$ cat config.mk
export PLATFORM = sky130hd
export DESIGN_NAME = digit_serial_sub_flat
export DESIGN_NICKNAME = d
export VERILOG_FILES = /design/src/rtl/digit_serial_sub_if.sv /design/src/rtl/digit_serial_sub.sv /design/src/flat_wrapper.sv
export SDC_FILE = /design/constraint.sdc
export NUM_CORES = 1
export LEC_CHECK = 0
export CAP_MARGIN = 15
export CORE_ASPECT_RATIO = 0.7
export CORE_UTILIZATION = 55
export CTS_CLUSTER_DIAMETER = 50
export CTS_CLUSTER_SIZE = 30
export DETAILED_ROUTE_END_ITERATION = 8
export PLACE_DENSITY = 0.9
export SYNTH_ARGS = -nofsm -noshare
export SYNTH_HDL_FRONTEND = slang
export SYNTH_SLANG_ARGS = --single-unit
$ cat constraint.sdc
create_clock -name clk -period 5.1 [get_ports clk]
set_input_delay 1.53 -clock clk [delete_from_list [all_inputs] [get_ports clk]]
set_output_delay 1.53 -clock clk [all_outputs]
set_load 0.02 [all_outputs]
$ cat src/rtl/digit_serial_sub_if.sv
// Handshake bundle for digit_serial_sub: operand request channel and result channel.
// The master side supplies operands and consumes results; the slave side is the subtractor.
interface digit_serial_sub_if #(
    parameter int DIGITS = 4
);
    localparam int W = 3 * DIGITS;

    logic         in_valid;
    logic         in_ready;
    logic [W-1:0] a;
    logic [W-1:0] b;
    logic         out_valid;
    logic         out_ready;
    logic [W-1:0] diff;
    logic         borrow_out;

    modport master (
        output in_valid, a, b, out_ready,
        input  in_ready, out_valid, diff, borrow_out
    );

    modport slave (
        input  in_valid, a, b, out_ready,
        output in_ready, out_valid, diff, borrow_out
    );
endinterface

$ cat src/rtl/digit_serial_sub.sv
// Digit-serial A - B: one 3-bit subtract-with-borrow slice iterated LSB digit first.
// Define DSUB_SAT_EN to clamp diff to zero when the final borrow reports underflow.
module digit_serial_sub #(
    parameter int DIGITS = 4
) (
    input  logic               clk,
    input  logic               rst,
    digit_serial_sub_if.slave  bus
);
    localparam int W  = 3 * DIGITS;
    localparam int CW = $clog2(DIGITS + 1);
    localparam logic [CW-1:0] LAST = CW'(DIGITS - 1);

    typedef enum logic [1:0] {
        IDLE = 2'd0,
        RUN  = 2'd1,
        DONE = 2'd2
    } state_t;

    state_t        state;
    logic [W-1:0]  a_sh;
    logic [W-1:0]  b_sh;
    logic [W-1:0]  res_sh;
    logic          brw;
    logic [CW-1:0] cnt;

    logic          in_ready_q;
    logic          out_valid_q;
    logic [W-1:0]  diff_q;
    logic          borrow_q;

    logic [3:0]    t;
    logic [W-1:0]  res_next;
    logic [W-1:0]  diff_next;

    // One digit of subtract-with-borrow; t[3] is the borrow into the next digit.
    always_comb begin
        t         = {1'b0, a_sh[2:0]} - {1'b0, b_sh[2:0]} - {3'b000, brw};
        res_next  = res_sh >> 3;
        res_next[W-1 -: 3] = t[2:0];
`ifdef DSUB_SAT_EN
        diff_next = t[3] ? '0 : res_next;
`else
        diff_next = res_next;
`endif
    end

    // NOTE: every register here is sequential state, so only non-blocking assignments are used.
    always_ff @(posedge clk or posedge rst) begin
        if (rst) begin
            state       <= IDLE;
            a_sh        <= '0;
            b_sh        <= '0;
            res_sh      <= '0;
            brw         <= 1'b0;
            cnt         <= '0;
            in_ready_q  <= 1'b1;
            out_valid_q <= 1'b0;
            diff_q      <= '0;
            borrow_q    <= 1'b0;
        end else begin
            case (state)
                IDLE: begin
                    if (bus.in_valid && in_ready_q) begin
                        a_sh       <= bus.a;
                        b_sh       <= bus.b;
                        res_sh     <= '0;
                        brw        <= 1'b0;
                        cnt        <= '0;
                        in_ready_q <= 1'b0;
                        state      <= RUN;
                    end
                end
                RUN: begin
                    a_sh   <= a_sh >> 3;
                    b_sh   <= b_sh >> 3;
                    res_sh <= res_next;
                    brw    <= t[3];
                    cnt    <= cnt + CW'(1);
                    // Final digit: publish the result registers alongside the state change.
                    if (cnt == LAST) begin
                        out_valid_q <= 1'b1;
                        diff_q      <= diff_next;
                        borrow_q    <= t[3];
                        state       <= DONE;
                    end
                end
                DONE: begin
                    if (bus.out_ready) begin
                        out_valid_q <= 1'b0;
                        in_ready_q  <= 1'b1;
                        state       <= IDLE;
                    end
                end
                default: begin
                    out_valid_q <= 1'b0;
                    in_ready_q  <= 1'b1;
                    state       <= IDLE;
                end
            endcase
        end
    end

    assign bus.in_ready   = in_ready_q;
    assign bus.out_valid  = out_valid_q;
    assign bus.diff       = diff_q;
    assign bus.borrow_out = borrow_q;
endmodule

$ cat src/flat_wrapper.sv
// flat-port wrapper written by rule: the top's interface ports become plain ports
module digit_serial_sub_flat 
#(
    parameter int DIGITS = 4
)
  (clk, rst, bus_in_valid, bus_a, bus_b, bus_out_ready, bus_in_ready, bus_out_valid, bus_diff, bus_borrow_out);
  digit_serial_sub_if #(.DIGITS(DIGITS)) bus_i ();
  input  logic clk;
  input  logic rst;
  input wire logic [$bits(bus_i.in_valid)-1:0] bus_in_valid;
  input wire logic [$bits(bus_i.a)-1:0] bus_a;
  input wire logic [$bits(bus_i.b)-1:0] bus_b;
  input wire logic [$bits(bus_i.out_ready)-1:0] bus_out_ready;
  output wire logic [$bits(bus_i.in_ready)-1:0] bus_in_ready;
  output wire logic [$bits(bus_i.out_valid)-1:0] bus_out_valid;
  output wire logic [$bits(bus_i.diff)-1:0] bus_diff;
  output wire logic [$bits(bus_i.borrow_out)-1:0] bus_borrow_out;
  assign bus_i.in_valid = bus_in_valid;
  assign bus_i.a = bus_a;
  assign bus_i.b = bus_b;
  assign bus_i.out_ready = bus_out_ready;
  assign bus_in_ready = bus_i.in_ready;
  assign bus_out_valid = bus_i.out_valid;
  assign bus_diff = bus_i.diff;
  assign bus_borrow_out = bus_i.borrow_out;
  digit_serial_sub #(.DIGITS(DIGITS)) u_core (.clk(clk), .rst(rst), .bus(bus_i));
endmodule
# Word-level counts from Yosys, hierarchy flattened
# Cells that the tools add are included.
# W data, S select, Z words.
[op_classes]
addsub = 3
n_eq_ne = 6
n_mux = 19
n_bitwise = 2
reduce_logical = 8
[op_table]
columns = ["operator", "count"]
rows = [
  ["$pmux W12 S2", 3],
  ["$mux W12", 3],
  ["$reduce_and A3 Y1", 3],
  ["$mux W2", 3],
  ["$pmux W1 S3", 2],
  ["$pmux W2 S3", 1],
  ["$pmux W3 S2", 1],
  ["$mux W1", 4],
  ["$ne A2 B1 Y1 const B", 2],
  ["$reduce_and A2 Y1", 2],
  ["$sub A3 B3 Y4", 1],
  ["$sub A4 B1 Y4", 1],
  ["$add A3 B1 Y3 const B", 1],
  ["$eq A3 B2 Y1 const B", 1],
  ["$mux W3", 1],
  ["$eq A2 B1 Y1 const B", 1],
  ["$eq A2 B2 Y1 const B", 1],
  ["$logic_not A2 Y1", 1],
  ["$ne A2 B2 Y1 const B", 1],
  ["$not A1 Y1", 2],
  ["$pmux W1 S2", 1],
  ["$reduce_bool A2 Y1", 1],
  ["$logic_and A1 B1 Y1", 1],
]
[totals]
ff_bits = 57
input_bits = 28
output_inout_bits = 15
word_cells = 48

# Longest topological paths before layout
[logic_depth]
ltp_word = 3
ltp_mapped = 6

# Least setup slack after synthesis
# OpenSTA, ideal clock, no wires.
[synth_timing]
path_kind = "input port to flip-flop"
from = "input port bus_in_valid"
to = "register u_core.res_sh[3]"
setup_time_ns = 0.121
arrival_ns = 2.303
setup_slack_ns = 2.676
stages = 5
path_buffers = 2
path_cell_list = "a21oi_1 -> or2_1 -> buf_2 -> buf_2 -> a22o_1"
[synth_between]
elab_chain_cells = 3
[synth_lines]
columns = ["item", "line", "source"]
rows = [
  ["from (decl)", "flat_wrapper.sv:10", "input wire logic [$bits(bus_i.in_valid)-1:0] bus_in_valid;"],
  ["$logic_and A1 B1 Y1", "digit_serial_sub.sv:64", "if (bus.in_valid && in_ready_q) begin"],
  ["$ne A2 B1 Y1 (no line)", "--", ""],
  ["$reduce_and A2 Y1 (no line)", "--", ""],
  ["to (signal assigned)", "digit_serial_sub.sv:77", "res_sh <= res_next;"],
  ["to (decl)", "digit_serial_sub.sv:23", "logic [W-1:0] res_sh;"],
]
# No other way between the ends.
# A chain may end at the register's enable or synchronous reset.

# Final worst setup path
[layout_timing]
from = "input port bus_in_valid"
to = "register u_core.a_sh[7]"
[layout_between]
elab_chain_cells = 3
[layout_lines]
columns = ["item", "line", "source"]
rows = [
  ["$logic_and A1 B1 Y1", "digit_serial_sub.sv:64", ""],
  ["$ne A2 B1 Y1 (no line)", "--", ""],
  ["$reduce_and A2 Y1 (no line)", "--", ""],
  ["to (signal assigned)", "digit_serial_sub.sv:65", "a_sh <= bus.a;"],
  ["to (signal assigned)", "digit_serial_sub.sv:75", "a_sh <= a_sh >> 3;"],
  ["to (decl)", "digit_serial_sub.sv:21", "logic [W-1:0] a_sh;"],
]
# No other way between the ends.

==> impl_results.md <==
* WL/cell at 16.1 um
* Setup crit end kind: register
* RR Endpoint: u_core.brw$_DFFE_PP0P_
* Worst hold-check path type: reg2reg
* Top_reg_cell synth: dfrtp_1
* Actual slew at the worst max-slew pin at 1080 ps
* Max-Cap Viols at 0
* Drt drc at 0
* CP Launch Type: input pin
* Die height at 56.8 um
* #FFs+latches synth at 54
* Async S/R FF share, synth at 1.00
* Dpl hpwl at 3150 um
* Worst r2r src: u_core.state[1]$_DFFE_PP0P_
* Congestion Overflow GR at 0
* Post-synth EDFFs at 0
* Buffers on Ports at 42
* Die X at 80.3 um
* Initial drt markers at 117
* Final clock skew at 8.66 ps
* Final hold vios at 0
* Vias per cell at 5.76
* Worst-path clk slew at 100 ps
* Via count of the first global-routing pass at 1654
* Fmax at 0.302 GHz
* Deepest clock path buffer count at 2
* Antenna violations before repair at 0
* Hold_buf cts at 0
* P per Cell Area at 619 nW/um^2
* Relative slew margins at 0.277
* Routed wire length at 4650 um
* CTS tree: yes
* Share of post-route cells with drive strength above 1 at 0.0928
* Root buf cell: clkbuf_8
* Gpl congestion at 0.779
* Fin crit share at 0.649
* Initial core utilization at 0.588
* # H-tree levels at 2
* First drt pass iteration count at 4
* Syn_nets at 232
* Die area at 4570 sq um
* Critical Path RT at 5230 ps
* First-pass GRT wire length at 7910 um
* Setup CP Type: in2reg
* Synth Cell Area at 2360 sq um
* Pin count of the biggest net entering global routing at 55
* Final Setup Violations at 0
* Post-synthesis sequential area ratio at 0.573
* Final Cell Area at 2920 sq um
* All-Layer GR Usage at 0.232
* Cell count after synthesis at 198
* Nets at 270
* Unrepaired setup endpoints after global routing: no
* Hold Path Cell Cnt at 2
* Min Tclk post-route at 3310 ps
* Status: complete, no violations
* Vias at 1666
* R2R setup slack at 2720 ps
* Peak VDD IR at 0.436 mV
* Core Area at 4020 sq um
* Diodes inserted at 0
* Final setup TNS at 0 ps
* Hold path start: u_core.bus.diff[11]$_DFFE_PP0P_
* Most frequent cells in the layout: dfrtp_1, clkdlybuf4s50_1, o21ai_0, mux2i_1, a22o_1
* Max-slew violations at 0
* Yosys warning total at 0
* Crit path max fanout at 35
* Worst Hold Path EP: u_core.bus.diff[11]$_DFFE_PP0P_
* Synth Area per Inst at 11.9 sq um
* Layout fillers at 287
* Worst skew pair latency at 300 ps
* Num CTS Buffers at 5
* Synth cell types at 30
* R2R cell count at 3
* Most common cell after layout, fill and taps aside: dfrtp_1
* Setup Buffers After CTS at 0
* Dpl cell area at 2790 sq um
* Row cnt at 19
* P&R area growth vs syn at 23.4%
* Final Power at 0.00181 W
* WP data arrival at 3440 ps
* Clock sink total at 54
* Leakage power at 1.34 nW
* Register Area at 1350 sq um
* Post_cts resized at 0
* IO Pins at 43
* Area of the multi-input gates at 906 sq um
* Antenna Nets Post-Route at 0
synth_stat cells (all sizes together), types with 2 or more instances:
cell     number  area share
a21oi         6       0.013
a22o         14       0.052
and2          2      0.0053
buf          10       0.025
clkbuf        4      0.0064
dfrtp        53        0.56
fa            2       0.017
ha            4       0.021
inv           8       0.013
mux2         10       0.048
mux2i        18       0.076
nand2         5      0.0079
nand2b        3      0.0079
nor2          4      0.0064
o211ai        2      0.0064
o21ai        40       0.085
o2bb2ai       2      0.0074
where the power goes:
group          switching [W]  internal, W
Sequential          0.000127     0.000617
Clock               0.000130     0.000147
Combinational       0.000418     0.000366
Total               0.000675      0.00113
stage by stage:
step	utilization	setup WS [ps]	hold WS, ps	cells
2_1_floorplan	-	2260	446	198
5_1_grt	0.726	1590	518	289
3_5_place_dp	0.694	1440	469	280
4_1_cts	0.721	1790	490	288
6_report	0.726	1790	487	289
3_3_place_gp	0.694	1560	463	280
state kept, by name, indices dropped and copies added, names as in the netlist:
signal and flops:
u_core.bus.in_ready 1, u_core.bus.out_valid 1, u_core.cnt 3, u_core.brw 1
u_core.res_sh 9, u_core.bus.borrow_out 1, u_core.state 2, u_core.bus.diff 12
u_core.a_sh 12, u_core.b_sh 12
cell type report:
class,count,area share
Sequential cell,54,0.464
Multi-Input combinational cell,122,0.311
Timing Repair Buffer,45,0.156
Clock buffer,7,0.0262
Tap cell,52,0.0223
Clock inverter,1,0.0103
Inverter,8,0.0103
how the worst max path moves through the flow:
stage,start,end,slack [ps],cells after the start
6_report,bus_in_valid,u_core.a_sh[7]$_DFFE_PP0P_,1790,5
4_1_cts,bus_in_valid,u_core.a_sh[3]$_DFFE_PP0P_,1790,5
5_1_grt,bus_in_valid,u_core.b_sh[2]$_DFFE_PP0P_,1590,5
3_3_place_gp,bus_in_valid,u_core.b_sh[0]$_DFFE_PP0P_,1560,5
3_5_place_dp,bus_in_valid,u_core.b_sh[1]$_DFFE_PP0P_,1440,5
2_1_floorplan,rst,u_core.a_sh[0]$_DFFE_PP0P_,2260,1
cell families after synthesis:
| family | share of synthesized area |
|---|---|
| buffers and inverters | 0.0440 |
| xor gates and xnor gates | 0.00371 |
| DFF | 0.573 |
| and+or+nand+nor | 0.0493 |
| muxes | 0.124 |
| adders and majority gates | 0.0381 |
| AOI/OAI and AO/OA | 0.168 |
metal layers:
layer,track usage,wire length [um],vias to the layer above
li1,-,-,787
met1,0.327,2020,827
met2,0.382,2400,47
met3,0.0439,211,5
met4,0.0408,20,0
met5,0,0,-
critical path, cell delays in order:
cell and delay (ps):
clkdlybuf4s50_1 430, a21oi_1 160, buf_4 230, or2_1 830
o21ai_0 250
No activity file was read; power rests on OpenSTA's default activity.
